===== config.mk =====
export PLATFORM = sky130hd
export DESIGN_NAME = sdram_arbit_flat
export DESIGN_NICKNAME = d
export VERILOG_FILES = /design/src/rtl/sdram_arbit_if.sv /design/src/rtl/sdram_arbit.sv /design/src/flat_wrapper.sv
export SDC_FILE = /design/constraint.sdc
export NUM_CORES = 1
export LEC_CHECK = 0
export ABC_CLOCK_PERIOD_IN_PS = 2400
export CAP_MARGIN = 20
export CORE_UTILIZATION = 35
export CTS_CLUSTER_SIZE = 20
export DETAILED_ROUTE_END_ITERATION = 6
export PLACE_DENSITY = 0.78
export SLEW_MARGIN = 20
export SYNTH_ARGS = -nofsm -noshare
export SYNTH_HDL_FRONTEND = slang
export SYNTH_SLANG_ARGS = --single-unit

===== constraint.sdc =====
create_clock -name i_sclk -period 2.4 [get_ports i_sclk]
set_input_delay 0.48 -clock i_sclk [delete_from_list [all_inputs] [get_ports i_sclk]]
set_output_delay 0.48 -clock i_sclk [all_outputs]
set_load 0.02 [all_outputs]

===== src/rtl/sdram_arbit_if.sv =====
// Client/pin bundle for the SDRAM command-bus arbiter.
// Pure wiring: no state, no latency.
// Clients hold their request until they see their grant; grant drops the cycle after end.
interface sdram_arbit_if;
  // init sequencer
  logic        init_end;
  logic [3:0]  init_cmd;
  logic [12:0] init_addr;
  // auto-refresh sequencer
  logic        ref_req;
  logic        ref_end;
  logic [3:0]  ref_cmd;
  logic [12:0] ref_addr;
  // write sequencer
  logic        wr_req;
  logic        wr_end;
  logic [3:0]  wr_cmd;
  logic [12:0] wr_addr;
  logic [1:0]  wr_bank;
  // read sequencer
  logic        rd_req;
  logic        rd_end;
  logic [3:0]  rd_cmd;
  logic [12:0] rd_addr;
  logic [1:0]  rd_bank;
  // grants
  logic        ref_en;
  logic        wr_en;
  logic        rd_en;
  // SDRAM pins
  logic        sdram_cke;
  logic [3:0]  sdram_cmd;
  logic [12:0] sdram_addr;
  logic [1:0]  sdram_ba;

  // arbiter side: consumes client requests, drives grants and pins
  modport master (
    input  init_end, init_cmd, init_addr,
    input  ref_req, ref_end, ref_cmd, ref_addr,
    input  wr_req, wr_end, wr_cmd, wr_addr, wr_bank,
    input  rd_req, rd_end, rd_cmd, rd_addr, rd_bank,
    output ref_en, wr_en, rd_en,
    output sdram_cke, sdram_cmd, sdram_addr, sdram_ba
  );

  // client side: drives requests and commands, observes grants and pins
  modport slave (
    output init_end, init_cmd, init_addr,
    output ref_req, ref_end, ref_cmd, ref_addr,
    output wr_req, wr_end, wr_cmd, wr_addr, wr_bank,
    output rd_req, rd_end, rd_cmd, rd_addr, rd_bank,
    input  ref_en, wr_en, rd_en,
    input  sdram_cke, sdram_cmd, sdram_addr, sdram_ba
  );
endinterface


===== src/rtl/sdram_arbit.sv =====
// SDRAM command-bus arbiter: one grant at a time among init/refresh/write/read, muxes the owner onto the pins.
// Latency: request seen in ARBIT at cycle n -> grant at n+1; grant drops the cycle after end or watchdog expiry.
// Backpressure: requests wait (held by client) while another client owns the bus; optional SDRAM_ARB_RR_EN alternates write/read.
module sdram_arbit #(
  parameter int TMO_W = 11
) (
  input  logic          i_sclk,
  input  logic          i_reset,
  sdram_arbit_if.master bus,
  output logic          o_err_tmo
);

  typedef enum logic [4:0] {
    S_INIT  = 5'b00001,
    S_ARBIT = 5'b00010,
    S_AREF  = 5'b00100,
    S_WRITE = 5'b01000,
    S_READ  = 5'b10000
  } state_t;

  localparam logic [3:0] CMD_NOP = 4'b0111;
  localparam logic [TMO_W-1:0] TMO_MAX = {TMO_W{1'b1}};
  localparam logic [TMO_W-1:0] TMO_ONE = {{(TMO_W-1){1'b0}}, 1'b1};

  state_t           r_state;
  state_t           w_nxt;
  logic [TMO_W-1:0] r_tmo_cnt;
  logic             r_err_tmo;
  logic             r_cke;
  logic             w_tmo_hit;
  logic             w_in_grant;
  logic             w_cnt_max;

`ifdef SDRAM_ARB_RR_EN
  logic             r_last_wr;
`endif

  assign w_in_grant = (r_state == S_AREF) || (r_state == S_WRITE) || (r_state == S_READ);
  assign w_cnt_max  = (r_tmo_cnt == TMO_MAX);

  // state register
  always_ff @(posedge i_sclk) begin
    if (i_reset) begin
      r_state <= S_INIT;
    end else begin
      r_state <= w_nxt;
    end
  end

  // next-state decode: fixed priority ref > wr > rd, own end or watchdog releases the bus
  always_comb begin
    w_nxt     = r_state;
    w_tmo_hit = 1'b0;
    case (r_state)
      S_INIT: begin
        if (bus.init_end) w_nxt = S_ARBIT;
      end
      S_ARBIT: begin
        // end pulses arriving here are stale and deliberately ignored
        if (bus.ref_req) begin
          w_nxt = S_AREF;
`ifdef SDRAM_ARB_RR_EN
        end else if (bus.wr_req && bus.rd_req) begin
          // contention between write and read: serve the one that waited last time
          w_nxt = r_last_wr ? S_READ : S_WRITE;
`endif
        end else if (bus.wr_req) begin
          w_nxt = S_WRITE;
        end else if (bus.rd_req) begin
          w_nxt = S_READ;
        end
      end
      S_AREF: begin
        if (bus.ref_end) begin
          w_nxt = S_ARBIT;
        end else if (w_cnt_max) begin
          w_nxt     = S_ARBIT;
          w_tmo_hit = 1'b1;
        end
      end
      S_WRITE: begin
        if (bus.wr_end) begin
          w_nxt = S_ARBIT;
        end else if (w_cnt_max) begin
          w_nxt     = S_ARBIT;
          w_tmo_hit = 1'b1;
        end
      end
      S_READ: begin
        if (bus.rd_end) begin
          w_nxt = S_ARBIT;
        end else if (w_cnt_max) begin
          w_nxt     = S_ARBIT;
          w_tmo_hit = 1'b1;
        end
      end
      default: begin
        // any non-one-hot value restarts from init so the pins are never driven ambiguously
        w_nxt = S_INIT;
      end
    endcase
  end

  // grant watchdog: counts while a client holds the bus, cleared whenever it leaves
  always_ff @(posedge i_sclk) begin
    if (i_reset) begin
      r_tmo_cnt <= '0;
    end else if (w_in_grant && (w_nxt == r_state)) begin
      r_tmo_cnt <= r_tmo_cnt + TMO_ONE;
    end else begin
      r_tmo_cnt <= '0;
    end
  end

  // timeout flag: single-cycle pulse coinciding with the return to ARBIT
  always_ff @(posedge i_sclk) begin
    if (i_reset) begin
      r_err_tmo <= 1'b0;
    end else begin
      r_err_tmo <= w_tmo_hit;
    end
  end

  // clock enable is held high; registered so the pin comes straight from a flop
  always_ff @(posedge i_sclk) begin
    if (i_reset) begin
      r_cke <= 1'b1;
    end else begin
      r_cke <= 1'b1;
    end
  end

`ifdef SDRAM_ARB_RR_EN
  // remember which of write/read was served last, updated only on a new grant
  always_ff @(posedge i_sclk) begin
    if (i_reset) begin
      r_last_wr <= 1'b0;
    end else if (r_state == S_ARBIT) begin
      if (w_nxt == S_WRITE) begin
        r_last_wr <= 1'b1;
      end else if (w_nxt == S_READ) begin
        r_last_wr <= 1'b0;
      end
    end
  end
`endif

  // output decode: grants and pin mux straight from the registered one-hot state
  always_comb begin
    bus.ref_en     = 1'b0;
    bus.wr_en      = 1'b0;
    bus.rd_en      = 1'b0;
    bus.sdram_cmd  = CMD_NOP;
    bus.sdram_addr = 13'd0;
    bus.sdram_ba   = 2'd0;
    case (r_state)
      S_INIT: begin
        bus.sdram_cmd  = bus.init_cmd;
        bus.sdram_addr = bus.init_addr;
      end
      S_AREF: begin
        bus.ref_en     = 1'b1;
        bus.sdram_cmd  = bus.ref_cmd;
        bus.sdram_addr = bus.ref_addr;
      end
      S_WRITE: begin
        bus.wr_en      = 1'b1;
        bus.sdram_cmd  = bus.wr_cmd;
        bus.sdram_addr = bus.wr_addr;
        bus.sdram_ba   = bus.wr_bank;
      end
      S_READ: begin
        bus.rd_en      = 1'b1;
        bus.sdram_cmd  = bus.rd_cmd;
        bus.sdram_addr = bus.rd_addr;
        bus.sdram_ba   = bus.rd_bank;
      end
      default: begin
        bus.sdram_cmd  = CMD_NOP;
      end
    endcase
  end

  assign bus.sdram_cke = r_cke;
  assign o_err_tmo     = r_err_tmo;

endmodule


===== src/flat_wrapper.sv =====
// flat-port wrapper written by rule: the top's interface ports become plain ports
module sdram_arbit_flat 
#(
  parameter int TMO_W = 11
)
  (i_sclk, i_reset, o_err_tmo, bus_init_end, bus_init_cmd, bus_init_addr, bus_ref_req, bus_ref_end, bus_ref_cmd, bus_ref_addr, bus_wr_req, bus_wr_end, bus_wr_cmd, bus_wr_addr, bus_wr_bank, bus_rd_req, bus_rd_end, bus_rd_cmd, bus_rd_addr, bus_rd_bank, bus_ref_en, bus_wr_en, bus_rd_en, bus_sdram_cke, bus_sdram_cmd, bus_sdram_addr, bus_sdram_ba);
  sdram_arbit_if bus_i ();
  input  logic i_sclk;
  input  logic i_reset;
  output logic o_err_tmo;
  input wire logic [$bits(bus_i.init_end)-1:0] bus_init_end;
  input wire logic [$bits(bus_i.init_cmd)-1:0] bus_init_cmd;
  input wire logic [$bits(bus_i.init_addr)-1:0] bus_init_addr;
  input wire logic [$bits(bus_i.ref_req)-1:0] bus_ref_req;
  input wire logic [$bits(bus_i.ref_end)-1:0] bus_ref_end;
  input wire logic [$bits(bus_i.ref_cmd)-1:0] bus_ref_cmd;
  input wire logic [$bits(bus_i.ref_addr)-1:0] bus_ref_addr;
  input wire logic [$bits(bus_i.wr_req)-1:0] bus_wr_req;
  input wire logic [$bits(bus_i.wr_end)-1:0] bus_wr_end;
  input wire logic [$bits(bus_i.wr_cmd)-1:0] bus_wr_cmd;
  input wire logic [$bits(bus_i.wr_addr)-1:0] bus_wr_addr;
  input wire logic [$bits(bus_i.wr_bank)-1:0] bus_wr_bank;
  input wire logic [$bits(bus_i.rd_req)-1:0] bus_rd_req;
  input wire logic [$bits(bus_i.rd_end)-1:0] bus_rd_end;
  input wire logic [$bits(bus_i.rd_cmd)-1:0] bus_rd_cmd;
  input wire logic [$bits(bus_i.rd_addr)-1:0] bus_rd_addr;
  input wire logic [$bits(bus_i.rd_bank)-1:0] bus_rd_bank;
  output wire logic [$bits(bus_i.ref_en)-1:0] bus_ref_en;
  output wire logic [$bits(bus_i.wr_en)-1:0] bus_wr_en;
  output wire logic [$bits(bus_i.rd_en)-1:0] bus_rd_en;
  output wire logic [$bits(bus_i.sdram_cke)-1:0] bus_sdram_cke;
  output wire logic [$bits(bus_i.sdram_cmd)-1:0] bus_sdram_cmd;
  output wire logic [$bits(bus_i.sdram_addr)-1:0] bus_sdram_addr;
  output wire logic [$bits(bus_i.sdram_ba)-1:0] bus_sdram_ba;
  assign bus_i.init_end = bus_init_end;
  assign bus_i.init_cmd = bus_init_cmd;
  assign bus_i.init_addr = bus_init_addr;
  assign bus_i.ref_req = bus_ref_req;
  assign bus_i.ref_end = bus_ref_end;
  assign bus_i.ref_cmd = bus_ref_cmd;
  assign bus_i.ref_addr = bus_ref_addr;
  assign bus_i.wr_req = bus_wr_req;
  assign bus_i.wr_end = bus_wr_end;
  assign bus_i.wr_cmd = bus_wr_cmd;
  assign bus_i.wr_addr = bus_wr_addr;
  assign bus_i.wr_bank = bus_wr_bank;
  assign bus_i.rd_req = bus_rd_req;
  assign bus_i.rd_end = bus_rd_end;
  assign bus_i.rd_cmd = bus_rd_cmd;
  assign bus_i.rd_addr = bus_rd_addr;
  assign bus_i.rd_bank = bus_rd_bank;
  assign bus_ref_en = bus_i.ref_en;
  assign bus_wr_en = bus_i.wr_en;
  assign bus_rd_en = bus_i.rd_en;
  assign bus_sdram_cke = bus_i.sdram_cke;
  assign bus_sdram_cmd = bus_i.sdram_cmd;
  assign bus_sdram_addr = bus_i.sdram_addr;
  assign bus_sdram_ba = bus_i.sdram_ba;
  sdram_arbit #(.TMO_W(TMO_W)) u_core (.i_sclk(i_sclk), .i_reset(i_reset), .bus(bus_i), .o_err_tmo(o_err_tmo));
endmodule

==> report_table.html, run 1 <==
<table>
<tr><th>Metric</th><th>Value</th></tr>
<tr><th colspan="2">Min path</th></tr>
<tr><td>Startpoint of the lowest-slack hold path</td><td>u_core.r_tmo_cnt[0]</td></tr>
<tr><td>Hold Path Class</td><td>reg -&gt; reg</td></tr>
<tr><th colspan="2">Yosys</th></tr>
<tr><td>Async set-or-reset flop fraction in the synthesized netlist</td><td>0</td></tr>
<tr><td>Post-Syn Nets</td><td>262</td></tr>
<tr><td>Sequential element share of the synthesized area</td><td>0.229</td></tr>
<tr><td>Post-synthesis mux area share</td><td>0</td></tr>
<tr><td>Post-synth EDFFs</td><td>0</td></tr>
<tr><td>Netlist Area Pre-Place</td><td>1490 µm²</td></tr>
<tr><td>Ranking of synthesized cells by area</td><td>dfxtp_1 (23%), a22oi_1 (17%), a211oi_2 (7.6%)</td></tr>
<tr><td>Post-Syn Instances</td><td>180</td></tr>
<tr><td>Distinct cell type count after synthesis</td><td>between 40 and 50</td></tr>
<tr><td>Post-synthesis compound-gate area fraction</td><td>0.364</td></tr>
<tr><td>Largest family of logic cells by synthesized area</td><td>compound AO/OA/AOI/OAI gates</td></tr>
<tr><td>Cell type with the highest aggregate area in the netlist</td><td>dfxtp_1</td></tr>
<tr><td>Xor-xnor portion of the synthesized cell area</td><td>0.0590</td></tr>
<tr><td>Avg Inst Size Synth</td><td>8.25 µm²</td></tr>
<tr><td>Synth Area in Adders</td><td>0.00842</td></tr>
<tr><td>Flip-flop and latch count after synthesis</td><td>17</td></tr>
<tr><td>Warnings from Yosys</td><td>0</td></tr>
<tr><td>Simple-gate portion of the synthesized area</td><td>0.244</td></tr>
<tr><td>Fraction of synthesized cell area taken by the top area cell type</td><td>0.229</td></tr>
<tr><td>Most instantiated flip-flop cell in the synthesis netlist</td><td>dfxtp_1</td></tr>
<tr><th colspan="2">STA</th></tr>
<tr><td>Hold Fails Final Rpt</td><td>0</td></tr>
<tr><td>Hold_ws</td><td>between 500 and 600 ps</td></tr>
<tr><td>Number of max-slew violations in the final report</td><td>0</td></tr>
<tr><td>Total Neg Setup Slack</td><td>0 ps</td></tr>
<tr><td>Setup repair after global routing missed its margin</td><td>true</td></tr>
<tr><td>Least setup slack across all paths after layout</td><td>slightly above 50 ps</td></tr>
<tr><td>Slew @ Worst Pin</td><td>around 730 ps</td></tr>
<tr><td>Final Critical Period</td><td>2350 ps</td></tr>
<tr><td>Tightest slew margin relative to the limit</td><td>0.510</td></tr>
<tr><td>Number of setup violations in the final report</td><td>0</td></tr>
<tr><td>Final period util</td><td>0.979</td></tr>
<tr><td>Upper clock frequency limit</td><td>0.426 GHz</td></tr>
<tr><td>Clock Skew</td><td>2.39 ps</td></tr>
<tr><th colspan="2">Die</th></tr>
<tr><td>Vert. Die Dim</td><td>~67 µm</td></tr>
<tr><td>Area of the core</td><td>4030 µm²</td></tr>
<tr><td>Num ports</td><td>105</td></tr>
<tr><td>Effective utilization at floorplan</td><td>0.369</td></tr>
<tr><td>Area enclosed by the die boundary</td><td>4510 µm²</td></tr>
<tr><td>Die Width</td><td>between 60 and 70 µm</td></tr>
<tr><td>Number of rows in the core area</td><td>23</td></tr>
<tr><th colspan="2">Power and ir drop</th></tr>
<tr><td>Maximum resistive drop on vdd</td><td>0.309 mV</td></tr>
<tr><td>Part of the total power dissipated in the clock network</td><td>0.238</td></tr>
<tr><td>Power spent charging and discharging nets</td><td>0.000264 W</td></tr>
<tr><td>Switching power share of the total</td><td>0.297</td></tr>
<tr><td>PwrDens</td><td>329 nW/µm²</td></tr>
<tr><td>Standby leakage power</td><td>roughly 1.1 nW</td></tr>
<tr><td>P_int</td><td>roughly 0.00063 W</td></tr>
<tr><td>Sequential fraction of design power</td><td>0.324</td></tr>
<tr><td>Relative contribution of combinational cells to total power</td><td>0.438</td></tr>
<tr><th colspan="2">Routing</th></tr>
<tr><td>Antenna Violating Nets Remaining</td><td>0</td></tr>
<tr><td>Initial DRT Pass Iterations</td><td>4</td></tr>
<tr><td>Vias per Instance</td><td>between 5 and 6</td></tr>
<tr><td>Routed wire length</td><td>5770 µm</td></tr>
<tr><td>Routed WL per cell</td><td>16.4 µm</td></tr>
<tr><td>Initial drt markers</td><td>between 80 and 90</td></tr>
<tr><td>Vias after detailed routing</td><td>roughly 1900</td></tr>
<tr><td>DRC violations left</td><td>0</td></tr>
<tr><th colspan="2">Placed design</th></tr>
<tr><td>Placement-stage worst setup slack</td><td>-75.1 ps</td></tr>
<tr><td>Port-buffer cells</td><td>roughly 100</td></tr>
<tr><td>Detail Placement HPWL</td><td>4530 µm</td></tr>
<tr><td>Placer's final routability congestion estimate</td><td>0.869</td></tr>
<tr><td>Number of placed instances with taps included</td><td>340</td></tr>
<tr><th colspan="2">Worst setup path</th></tr>
<tr><td>Data required time at the worst endpoint</td><td>~1900 ps</td></tr>
<tr><td>Category of the worst setup path capture point</td><td>primary output</td></tr>
<tr><td>Slowest cell delay on critical path</td><td>420 ps</td></tr>
<tr><td>Crit path launch type</td><td>register</td></tr>
<tr><td>Cells along the critical path</td><td>or3_4, nor3b_4, buf_6, buf_12, a22oi_1, nand3_1, buf_2</td></tr>
<tr><td>Startpoint of the lowest-slack register-to-register path</td><td>u_core.r_state[1]</td></tr>
<tr><td>Critical path peak fanout</td><td>9</td></tr>
<tr><td>Worst setup path start</td><td>u_core.r_state[1]</td></tr>
<tr><td>Master of the slowest instance on the critical path</td><td>or3_4</td></tr>
<tr><td>Crit path DAT</td><td>1870 ps</td></tr>
<tr><td>Classification of the worst setup path</td><td>reg -&gt; out</td></tr>
<tr><th colspan="2">Status</th></tr>
<tr><td>Run status</td><td>finished clean</td></tr>
<tr><th colspan="2">GRT</th></tr>
<tr><td>Via count of the first global-routing pass</td><td>1729</td></tr>
<tr><td>Overflow left after global routing</td><td>0</td></tr>
<tr><td>Pin count of the biggest net entering global routing</td><td>22</td></tr>
<tr><td>Global-route wire length before repair</td><td>8220 µm</td></tr>
<tr><td>GR Util All Layers</td><td>0.244</td></tr>
<tr><td>Number of antenna violations at the first check in global routing</td><td>0</td></tr>
<tr><th colspan="2">CTS</th></tr>
<tr><td>Clk sink count</td><td>17</td></tr>
<tr><td>Total CTS buffers</td><td>3</td></tr>
<tr><td>Maximum buffer depth of the clock tree</td><td>2</td></tr>
<tr><td>Hold-fix buffers, CTS</td><td>0</td></tr>
<tr><td>Clk pin slew, worst setup/hold paths</td><td>60 ps</td></tr>
<tr><td>Source-to-sink clock delay at the later pin of the worst-skew pair</td><td>roughly 250 ps</td></tr>
<tr><td>H-tree depth</td><td>1</td></tr>
<tr><td>Cell at the root of the clock tree</td><td>clkbuf_8</td></tr>
<tr><td>Clock tree from TritonCTS</td><td>built</td></tr>
<tr><th colspan="2">Layout</th></tr>
<tr><td>Area growth syn-to-layout</td><td>82.5%</td></tr>
<tr><td>Final-layout fill cell count</td><td>348</td></tr>
<tr><td>Share of layout cells above drive strength 1</td><td>0.236</td></tr>
<tr><td>Final standard cell utilization of the core</td><td>0.673</td></tr>
<tr><td>Layout Nets</td><td>384</td></tr>
<tr><td>Diode count</td><td>0</td></tr>
<tr><td>Count of non-filler cells in the finished layout</td><td>351</td></tr>
<tr><th colspan="2">Job</th></tr>
<tr><td># Max-Cap Violations</td><td>0</td></tr>
</table>
critical path: cells and delay by family (launching register included):
family / cells / cell delay (ps)
simple gates: 3 / 780
buf+inv: 3 / 430
flops: 1 / 310
compound gates: 1 / 80
synthesized netlist by cell type, types with 2 or more instances:
cell type  instances
a22oi_1           34
dfxtp_1           17
nand2_1           17
a211oi_2           9
nand3_1            9
xor2_1             9
nor2_1             7
buf_4              6
a21oi_1            5
and3_1             5
buf_2              5
inv_1              5
nor4_1             4
and4_1             3
clkbuf_1           3
o21ai_0            3
a211oi_1           2
a22o_1             2
buf_6              2
nand4_1            2
nor3_1             2
o211a_1            2
o21bai_1           2
or3b_2             2
per-stage QoR:
stage | total power (W) | area [µm²]
floorplan | 0.000442 | 1490
global placement | 0.000680 | 2630
detailed placement | 0.000687 | 2640
CTS | 0.000890 | 2700
global route | 0.000936 | 2710
finish | 0.000891 | 2710
final timing paths:
| kind | slack (ps) | end | cells past startpoint |
|---|---|---|---|
| worst max-delay path | 50 | bus_sdram_cmd[0] | 7 |
| worst max register to register | 370 | u_core.r_tmo_cnt[4] | 6 |
| worst min register to register | 530 | u_core.r_tmo_cnt[0] | 1 |
| worst min-delay path | 530 | u_core.r_tmo_cnt[0] | 1 |
registers in the layout (all words and copies together), names as in the netlist:
name / count
u_core.o_err_tmo: 1
u_core.r_tmo_cnt: 11
u_core.r_state: 5
cell usage in the layout (no fill, tap or decap), types with 6 or more instances in the layout:
master,count
clkdlybuf4s50_1,81
a22oi_1,34
buf_4,27
nand2_1,17
dfxtp_1,17
nand3_1,9
xor2_1,9
a211oi_2,9
clkbuf_2,8
nor2_1,7
buf_6,7
buf_2,6
power by group through the flow:
stage	Combinational (W)	Clock, W	Sequential [W]
after floorplan	0.000145	0	0.000297
after global placement	0.000386	0	0.000294
after detailed placement	0.000392	0	0.000295
after CTS	0.000384	0.000218	0.000288
after global routing	0.000414	0.000234	0.000288
final	0.000391	0.000212	0.000288
metal layers:
metal  GRT usage  part of all wire  vias up
met3      0.0625              0.10       10
met2       0.446              0.48       76
met4      0.0745             0.015        0
met5           0                 0        -
li1            -                 -      935
met1       0.272              0.40      873
timing repair:
action	in CTS	in global routing
endpoints found under the hold margin	0	0
buffers inserted	0	7
endpoints found under the setup margin	22	19
pin swaps	0	2
gates resized for setup	49	35
cell families after synthesis:
group / count (synthesis)
flops: 17
buf+inv: 22
fa+ha+maj: 1
other cells: 1
compound gates: 67
simple gates: 62
xor+xnor: 10
cell type report:
| class | count | area (µm²) | share of cell area |
|---|---|---|---|
| well taps | 50 | 62.6 | 0.0231 |
| inverters | 5 | 18.8 | 0.00693 |
| flip-flops and latches | 17 | 340 | 0.126 |
| repair buffers | 134 | 1220 | 0.450 |
| multi-input cells | 141 | 1020 | 0.378 |
| clock buffers | 4 | 45.0 | 0.0166 |
No activity file was read; power rests on OpenSTA's default activity.
==> run 2: changes to the inputs <==
--- a/config.mk
+++ b/config.mk
@@ -11,7 +11,7 @@
 export CTS_CLUSTER_SIZE = 20
 export DETAILED_ROUTE_END_ITERATION = 6
 export PLACE_DENSITY = 0.78
-export SLEW_MARGIN = 20
+export SLEW_MARGIN = 25
 export SYNTH_ARGS = -nofsm -noshare
 export SYNTH_HDL_FRONTEND = slang
 export SYNTH_SLANG_ARGS = --single-unit
==> run 2 against run 1 <==
Net effect:
- clock power barely moved
- sequential power hardly changed
- clock skew down 1.4 ps
- via count up 0.16%
- cell count unchanged
- die area stayed put
- first-iteration DRC count grew 32%
==> report_table.html, run 2 (synthesized netlist as in run 1, its figures left out) <==
<table>
<tr><th>Metric</th><th>Value</th></tr>
<tr><th colspan="2">Status</th></tr>
<tr><td>Run status</td><td>finished clean</td></tr>
<tr><th colspan="2">Worst setup path</th></tr>
<tr><td>Top Family by Delay on Critical Path</td><td>simple AND/OR/NAND/NOR gates</td></tr>
<tr><td>Worst R2R Setup Slack</td><td>340 ps</td></tr>
<tr><td>Cells along the critical path</td><td>or3_4, nor3b_4, buf_4, a22oi_1, nand2_1, clkdlybuf4s15_2</td></tr>
<tr><td>Worst setup path start</td><td>u_core.r_state[1]</td></tr>
<tr><td>Category of the worst setup path capture point</td><td>primary output</td></tr>
<tr><td>Master of the slowest instance on the critical path</td><td>or3_4</td></tr>
<tr><td>Slowest cell delay on critical path</td><td>roughly 420 ps</td></tr>
<tr><td>Crit path launch type</td><td>register</td></tr>
<tr><td>Number of gates on the worst path with buffers counted</td><td>6</td></tr>
<tr><td>Classification of the worst setup path</td><td>reg -&gt; out</td></tr>
<tr><td>Sum of buffers and inverters on the critical path</td><td>2</td></tr>
<tr><td>Critical path peak fanout</td><td>5</td></tr>
<tr><td>Worst setup path endpoint</td><td>bus_sdram_addr[9]</td></tr>
<tr><td>Capture point of the worst reg-to-reg path</td><td>u_core.r_tmo_cnt[4]</td></tr>
<tr><td>Cells on worst reg2reg path</td><td>6</td></tr>
<tr><td>Data required time at the worst endpoint</td><td>around 1900 ps</td></tr>
<tr><td>Startpoint of the lowest-slack register-to-register path</td><td>u_core.r_state[2]</td></tr>
<tr><td>Crit path DAT</td><td>1890 ps</td></tr>
<tr><th colspan="2">GRT</th></tr>
<tr><td>Via count of the first global-routing pass</td><td>1717</td></tr>
<tr><td>Global-route wire length before repair</td><td>8020 µm</td></tr>
<tr><td>Pin count of the biggest net entering global routing</td><td>22</td></tr>
<tr><td>Overflow left after global routing</td><td>0</td></tr>
<tr><td>GR Util All Layers</td><td>0.235</td></tr>
<tr><td>Number of antenna violations at the first check in global routing</td><td>0</td></tr>
<tr><th colspan="2">CTS</th></tr>
<tr><td>Clk sink count</td><td>17</td></tr>
<tr><td>H-tree depth</td><td>1</td></tr>
<tr><td>Maximum buffer depth of the clock tree</td><td>2</td></tr>
<tr><td>Cell at the root of the clock tree</td><td>clkbuf_8</td></tr>
<tr><td>Total CTS buffers</td><td>3</td></tr>
<tr><td>Hold-fix buffers, CTS</td><td>0</td></tr>
<tr><td>Source-to-sink clock delay at the later pin of the worst-skew pair</td><td>250 ps</td></tr>
<tr><td>Clock tree from TritonCTS</td><td>built</td></tr>
<tr><td>Clk pin slew, worst setup/hold paths</td><td>60 ps</td></tr>
<tr><th colspan="2">STA</th></tr>
<tr><td>Slew @ Worst Pin</td><td>746 ps</td></tr>
<tr><td>Tightest slew margin relative to the limit</td><td>0.501</td></tr>
<tr><td>Final Critical Period</td><td>2370 ps</td></tr>
<tr><td>Number of setup violations in the final report</td><td>0</td></tr>
<tr><td>Final period util</td><td>0.989</td></tr>
<tr><td>Clock Skew</td><td>~0.95 ps</td></tr>
<tr><td>Setup repair after global routing missed its margin</td><td>true</td></tr>
<tr><td>Hold Fails Final Rpt</td><td>0</td></tr>
<tr><td>Number of max-slew violations in the final report</td><td>0</td></tr>
<tr><td>Upper clock frequency limit</td><td>roughly 0.42 GHz</td></tr>
<tr><th colspan="2">Die</th></tr>
<tr><td>Die Width</td><td>67.1 µm</td></tr>
<tr><td>Effective utilization at floorplan</td><td>0.369</td></tr>
<tr><td>Area of the core</td><td>between 4000 and 5000 µm²</td></tr>
<tr><td>Num ports</td><td>105</td></tr>
<tr><td>Number of rows in the core area</td><td>23</td></tr>
<tr><td>Vert. Die Dim</td><td>67.1 µm</td></tr>
<tr><td>Area enclosed by the die boundary</td><td>4510 µm²</td></tr>
<tr><th colspan="2">Routing</th></tr>
<tr><td>Routed wire length</td><td>5720 µm</td></tr>
<tr><td>Initial drt markers</td><td>between 100 and 150</td></tr>
<tr><td>Vias after detailed routing</td><td>1897</td></tr>
<tr><td>Routed WL per cell</td><td>16.3 µm</td></tr>
<tr><td>Initial DRT Pass Iterations</td><td>4</td></tr>
<tr><td>Vias per Instance</td><td>roughly 5.4</td></tr>
<tr><td>Antenna Violating Nets Remaining</td><td>0</td></tr>
<tr><td>DRC violations left</td><td>0</td></tr>
<tr><th colspan="2">Placed design</th></tr>
<tr><td>Placer's final routability congestion estimate</td><td>0.869</td></tr>
<tr><td>Detail Placement HPWL</td><td>4480 µm</td></tr>
<tr><td>Port-buffer cells</td><td>103</td></tr>
<tr><td>Post-placement cell area</td><td>2640 µm²</td></tr>
<tr><th colspan="2">Power and ir drop</th></tr>
<tr><td>Power after layout</td><td>~0.00087 W</td></tr>
<tr><td>PwrDens</td><td>around 320 nW/µm²</td></tr>
<tr><td>Standby leakage power</td><td>roughly 1.1 nW</td></tr>
<tr><td>Maximum resistive drop on vdd</td><td>0.317 mV</td></tr>
<tr><th colspan="2">Layout</th></tr>
<tr><td>Layout Nets</td><td>between 300 and 400</td></tr>
<tr><td>Area growth syn-to-layout</td><td>81.6%</td></tr>
<tr><td>Diode count</td><td>0</td></tr>
<tr><td>Final-layout fill cell count</td><td>350</td></tr>
<tr><td>Most common cell after layout, fill and taps aside</td><td>clkdlybuf4s50_1</td></tr>
<tr><td>Most frequent cells in the layout</td><td>clkdlybuf4s50_1 (81), a22oi_1 (34), buf_4 (26)</td></tr>
<tr><td>Largest reg by FF count</td><td>u_core.r_tmo_cnt</td></tr>
<tr><td>Final standard cell utilization of the core</td><td>0.669</td></tr>
<tr><td>Combined area of the multi-input logic cells</td><td>between 1000 and 1500 µm²</td></tr>
<tr><td>Number of flip-flops under the largest register name</td><td>11</td></tr>
<tr><td>Final instance area</td><td>2700 µm²</td></tr>
<tr><td>Area occupied by registers</td><td>340 µm²</td></tr>
<tr><td>Share of layout cells above drive strength 1</td><td>0.239</td></tr>
<tr><th colspan="2">Min path</th></tr>
<tr><td>Hold Path Class</td><td>reg -&gt; reg</td></tr>
<tr><th colspan="2">Job</th></tr>
<tr><td># Max-Cap Violations</td><td>0</td></tr>
</table>
run 2: per-stage QoR:
step | cells | hold WS, ps | TNS [ps] | setup WS [ps]
floorplan | 180 | 463 | 0 | 300
global placement | 339 | 491 | -164 | -48.9
detailed placement | 339 | 507 | -736 | -74.0
CTS | 343 | 519 | -110 | -41.5
global route | 351 | 540 | -101 | -49.0
finish | 351 | 519 | 0 | 25.7
run 2: worst reg2reg max path, cell delays in order (launching register included):
cell and delay (ps):
dfxtp_1 330, buf_4 160, buf_4 150, or3b_2 470, a21oi_2 220, o211ai_2 340
a211oi_1 310
run 2: worst min-delay path by stage:
stage / from / to / slack, ps / cells after the start
4_1_cts: u_core.r_tmo_cnt[0] / u_core.r_tmo_cnt[0] / 520 / 1
6_report: u_core.r_tmo_cnt[0] / u_core.r_tmo_cnt[0] / 520 / 1
3_5_place_dp: u_core.r_tmo_cnt[0] / u_core.r_tmo_cnt[0] / 510 / 1
2_1_floorplan: u_core.r_tmo_cnt[0] / u_core.r_tmo_cnt[0] / 460 / 1
3_3_place_gp: u_core.r_tmo_cnt[0] / u_core.r_tmo_cnt[0] / 490 / 1
5_1_grt: u_core.r_tmo_cnt[0] / u_core.r_tmo_cnt[0] / 540 / 1
run 2: repair_timing:
action                                  CTS  global route
setup buffers                             0             8
gates resized for setup                  45            29
endpoints found under the setup margin   22            19
pin swaps                                 0             1
run 2: power breakdown:
group | switching, W | internal [W] | total, W | leakage (nW)
clock network | 0.0000940 | 0.000118 | 0.000212 | 0.0228
registers | 0.00000235 | 0.000286 | 0.000288 | 0.137
logic | 0.000163 | 0.000207 | 0.000370 | 0.973
run 2: per-layer routing:
layer | GRT usage | up-vias | wire length, µm
li1 | - | 933 | -
met2 | 0.436 | 73 | 2770
met1 | 0.254 | 886 | 2290
met3 | 0.0743 | 5 | 613
met4 | 0.0612 | 0 | 51
met5 | 0 | - | 0
run 2: area by class of cell:
| class | instances | share of cell area |
|---|---|---|
| Clock buffer | 4 | 0.0167 |
| Inverter | 5 | 0.00696 |
| Multi-Input combinational cell | 141 | 0.381 |
| Sequential cell | 17 | 0.126 |
| Tap cell | 50 | 0.0232 |
| Timing Repair Buffer | 134 | 0.446 |
==> run 3: changes to the inputs <==
--- a/config.mk
+++ b/config.mk
@@ -11,7 +11,7 @@
 export CTS_CLUSTER_SIZE = 20
 export DETAILED_ROUTE_END_ITERATION = 6
 export PLACE_DENSITY = 0.78
-export SLEW_MARGIN = 25
+export SLEW_MARGIN = 20
 export SYNTH_ARGS = -nofsm -noshare
 export SYNTH_HDL_FRONTEND = slang
 export SYNTH_SLANG_ARGS = --single-unit
==> results of run 3 <==
The final DEF is identical to that of run 1; final timing and power are the same.
